[src/rtl/instr_fetch_pkg.sv]
// Shared definitions for the instruction fetch unit: default widths and the fetch FSM state type.
package instr_fetch_pkg;

  localparam int PC_W    = 10;
  localparam int INSTR_W = 9;
  localparam int CNT_W   = 16;

  typedef enum logic [1:0] {
    IDLE = 2'd0,
    FILL = 2'd1,
    RUN  = 2'd2,
    HALT = 2'd3
  } fetch_state_t;

endpackage

[src/rtl/instr_fetch_sat_counter.sv]
// Saturating up-counter with synchronous clear; clear wins over enable.
module sat_counter
  import instr_fetch_pkg::*;
#(
  parameter int W = CNT_W
) (
  input  logic         Clk,
  input  logic         Reset_n,
  input  logic         clr_i,
  input  logic         en_i,
  output logic [W-1:0] count_o
);

  logic [W-1:0] count_q;

  always_ff @(posedge Clk or negedge Reset_n) begin
    if (!Reset_n) begin
      count_q <= '0;
    end else if (clr_i) begin
      count_q <= '0;
    end else if (en_i && (count_q != '1)) begin
      count_q <= count_q + 1'b1;
    end
  end

  assign count_o = count_q;

endmodule

[src/rtl/instr_fetch.sv]
// Instruction fetch unit: sequential fetch from a one-cycle-latency memory, one-bubble redirects,
// halt on Ack, and a saturating cycle counter covering FILL and RUN.
module instr_fetch #(
  parameter int PC_W    = instr_fetch_pkg::PC_W,
  parameter int INSTR_W = instr_fetch_pkg::INSTR_W,
  parameter int CNT_W   = instr_fetch_pkg::CNT_W
) (
  input  logic               Clk,
  input  logic               Reset_n,
  input  logic               Start,
  input  logic [PC_W-1:0]    Start_Addr,
  output logic [PC_W-1:0]    Imem_Addr,
  input  logic [INSTR_W-1:0] Imem_Data,
  output logic [INSTR_W-1:0] Instruction,
  output logic               Instr_Valid,
  output logic [PC_W-1:0]    Instr_PC,
  input  logic               PC_Jmp_Flag,
  input  logic               PC_Beq_Flag,
  input  logic [PC_W-1:0]    Branch_Target,
  input  logic               Ack,
  output logic               Done,
  output logic [CNT_W-1:0]   Cycle_Count
);

  import instr_fetch_pkg::*;

  fetch_state_t      state_q;
  logic [PC_W-1:0]   addr_q;
  logic [PC_W-1:0]   pc_q;
  logic              done_q;

  // Memory data lags the address by one cycle, so the presented PC is last cycle's address.
  always_ff @(posedge Clk or negedge Reset_n) begin
    if (!Reset_n) begin
      state_q <= IDLE;
      addr_q  <= '0;
      pc_q    <= '0;
      done_q  <= 1'b0;
    end else begin
      pc_q <= addr_q;
      if (Start) begin
        addr_q  <= Start_Addr;
        done_q  <= 1'b0;
        state_q <= FILL;
      end else begin
        case (state_q)
          FILL: begin
            addr_q  <= addr_q + 1'b1;
            state_q <= RUN;
          end
          RUN: begin
            if (Ack) begin
              done_q  <= 1'b1;
              state_q <= HALT;
            end else if (PC_Jmp_Flag || PC_Beq_Flag) begin
              addr_q  <= Branch_Target;
              state_q <= FILL;
            end else begin
              addr_q <= addr_q + 1'b1;
            end
          end
          default: begin
          end
        endcase
      end
    end
  end

  assign Imem_Addr   = addr_q;
  assign Instr_PC    = pc_q;
  assign Done        = done_q;
  assign Instr_Valid = (state_q == RUN);
  assign Instruction = Instr_Valid ? Imem_Data : '0;

  sat_counter #(
    .W (CNT_W)
  ) u_cycle_cnt (
    .Clk     (Clk),
    .Reset_n (Reset_n),
    .clr_i   (Start),
    .en_i    ((state_q == FILL) || (state_q == RUN)),
    .count_o (Cycle_Count)
  );

endmodule

[config.mk]
export PLATFORM = sky130hd
export DESIGN_NAME = instr_fetch
export DESIGN_NICKNAME = d
export VERILOG_FILES = /design/src/rtl/instr_fetch_pkg.sv /design/src/rtl/instr_fetch_sat_counter.sv /design/src/rtl/instr_fetch.sv
export SDC_FILE = /design/constraint.sdc
export NUM_CORES = 1
export LEC_CHECK = 0
export BUFFER_PORTS_ARGS = -buffer_cell sky130_fd_sc_hd__buf_2
export CAP_MARGIN = 10
export CORE_ASPECT_RATIO = 0.6
export CORE_MARGIN = 5
export CORE_UTILIZATION = 51
export DETAILED_ROUTE_END_ITERATION = 8
export HOLD_SLACK_MARGIN = 0.02
export PLACE_DENSITY_LB_ADDON = 0.05
export SYNTH_ARGS = -nofsm -noshare
export SYNTH_HDL_FRONTEND = slang
export SYNTH_HIERARCHICAL = 1
export SYNTH_SLANG_ARGS = --single-unit
[constraint.sdc]
create_clock -name Clk -period 3.6 [get_ports Clk]
set_input_delay 0 -clock Clk [delete_from_list [all_inputs] [get_ports Clk]]
set_output_delay 0 -clock Clk [all_outputs]
set_load 0.01 [all_outputs]
==> metrics.txt <==
initial antenna violation count=0; Post-DRT Antenna Nets=0; CP Data Required Time=around 3800 ps; Crit Path Category=register to register; Clock Tree Buf Depth=2; I/O Buffers=81; first-pass GRT wire length=9.722 mm; grt total ovfl=0; Initial Utilization=0.5409; Worst Hold Launch=Branch_Target[6]; Net Sw Frac=0.3419; Worst Hold End=Imem_Addr[6]; Syn Std Cell Area=approximately 0.0023 mm²; largest net degree at the start of global routing=slightly below 50; Seq/Total Area, Yosys=0.4307; cts repair resizes=0; Worst Setup Start Kind=register; DIE AREA=between 0.005 and 0.006 mm²; Final min period=~2300 ps; slew margin rel.=0.4240; RSZ-0062 raised after global routing=no; syn nets=269; largest area contributor in the netlist=dfrtp_1; Worst setup EP type=register; internal power=between 900 and 1000 µW; clock transition at the registers of the reported paths=~80 ps; fin. max-slew vios=0; Worst-Skew Late Latency=a little under 300 ps; Seq pwr share=0.423; Antenna Cells=0; r2r endpoint=Imem_Addr[1]; Synth area leaders=dfrtp_1 (43%), a21oi_1 (4.0%), and2_1 (2.8%); vias per inst=5.782; Peak VDD IR=just under 0.3 mV; row cnt=18; worst hold path depth=3; Clock Root Buffer=clkbuf_8; CTS tree=done; worst-path maximum fanout=19; fin nets=between 300 and 400; Global Route Usage Sum=0.2158; fillcell total=347; ys flop type=dfrtp_1; Comb pwr share=0.299; initial DRC count=approximately 200; Sw Pwr=469.0 µW; fin cells=around 380; Synth top area share=0.4307; Fin. Hold Viols=0; flip-flop and latch area=975.9 µm²; IO Pins=82; most common cell after layout, fill and taps aside=buf_2; HP Class=input port to register; arrival time worst endpoint=between 2000 and 2500 ps; CORE AREA=roughly 0.0042 mm²; vias in the first global route=between 1,500 and 2,000; reg2reg setup slack=about 1300 ps; Routed Wire Length=around 6.0 mm; FF+latch count, synth=39; Mapped Cells=230; synth unique cells=between 50 and 60; CTS buffer count=5; final period utilization=0.6260; worst r2r path cells=6; Worst Tran Pin Value=about 860 ps; layout cells sized above 1=0.3481; Mean Syn Cell Area=approximately 9.9 µm²; area grow syn2layout=26.78%; area of the multi-input gates=roughly 0.0012 mm²; P_leak=0.001388 µW; Fmax=around 440 MHz; H-tree lvl count=2; status=completed; share of synthesized registers carrying an async set or reset=1.000; final setup vio count=0; Max Cap Violations=0; power density over the cells=around 480 mW/mm²; most frequent cells in the layout=buf_2 (81), dfrtp_1 (39), a21oi_1 (18); gpl congestion=~0.83; Clock Skew=around 6.3 ps; Die W=just under 100 µm; CTS sink count=39; vias=2,174; Reg2Reg Launch Point=state_q[0]; Post-synth EDFFs=0; Die H=slightly above 60 µm; clock power share=0.278; final setup TNS=0 ps; Synth Warn #=6; Post-DP HPWL=4.169 mm; Detailed Routing Iterations Pass 1=5; Inst Count DP=between 300 and 400; DRC Markers=0; drt wl/cell=15.91 µm
power groups by stage:
stage	clock [µW]	sequential (µW)	combinational [µW]
after floorplan	0	604	229
after global placement	0	580	397
after detailed placement	0	586	398
after CTS	385	579	411
after global routing	408	592	460
final	382	580	410
per-stage QoR:
| stage | setup WS [ps] | total power, µW | hold slack, ps | util | area (µm²) |
|---|---|---|---|---|---|
| final | 1347 | 1372 | 24.11 | 0.6858 | 2873 |
| after global routing | 1202 | 1460 | 48.33 | 0.6858 | 2873 |
| after CTS | 1341 | 1374 | 30.08 | 0.6858 | 2873 |
| after detailed placement | 1385 | 984.3 | 163.5 | 0.6338 | 2655 |
| after global placement | 1470 | 976.7 | 166.1 | 0.6338 | 2655 |
| after floorplan | 1750 | 832.5 | -295.6 | - | 2266 |
cell usage after synthesis, types with 6 or more instances:
library cell / n
a21oi_1: 18
inv_1: 7
nand2_1: 15
and2_1: 10
clkbuf_1: 6
nand4_1: 9
dfrtp_1: 39
o31ai_1: 7
o211ai_1: 6
nor2_1: 10
nand3_1: 6
o21ai_0: 10
critical path: stages, from the launching register on:
cell and delay [ps]:
dfrtp_1 410, inv_1 70, ha_1 530, o21a_1 460, mux2_2 390, mux2i_1 150
o21ai_0 90
layer usage:
layer  share of wire  GRT usage  vias up
li1                -          -     1040
met1            0.50     0.3423     1011
met2            0.41     0.2993      123
met3           0.092    0.06105        0
met4               0    0.01822        0
met5               0          0        -
what timing repair did:
item / in CTS / in global routing
hold buffers: 10 / 0
endpoints found under the hold margin: 48 / 0
setup buffers: 0 / 0
sequential cells by signal, summed over array words and instances (netlist names):
register	flops
u_cycle_cnt/count_o	16
Imem_Addr	10
Instr_PC	10
state_q	2
Done	1
cell type report:
type                            instances  share of cell area
Tap cell                               60             0.02613
Inverter                                7            0.009146
Multi-Input combinational cell        171              0.4081
Clock inverter                          2             0.01220
Sequential cell                        39              0.3397
Clock buffer                            6             0.02875
Timing Repair Buffer                   91              0.1760
how the worst max path moves through the flow:
| stage | start | endpoint | slack, ps |
|---|---|---|---|
| floorplan | state_q[0] | u_cycle_cnt/count_o[3] | 1750 |
| global placement | u_cycle_cnt/count_o[0] | u_cycle_cnt/count_o[15] | 1470 |
| detailed placement | u_cycle_cnt/count_o[0] | u_cycle_cnt/count_o[15] | 1390 |
| CTS | state_q[0] | Imem_Addr[1] | 1340 |
| global route | u_cycle_cnt/count_o[0] | u_cycle_cnt/count_o[15] | 1200 |
| finish | state_q[0] | Imem_Addr[1] | 1350 |
kinds of logic after synthesis:
family,after synthesis,synth area share
AND/OR/NAND/NOR,94,0.2651
adder cells (fa/ha/maj),4,0.02209
flip-flops,39,0.4307
multiplexers,7,0.03368
buffers and inverters,20,0.05190
AO/OA/AOI/OAI,64,0.1889
XOR/XNOR,2,0.007732
Note: power is estimated with default switching activity, not from simulation.
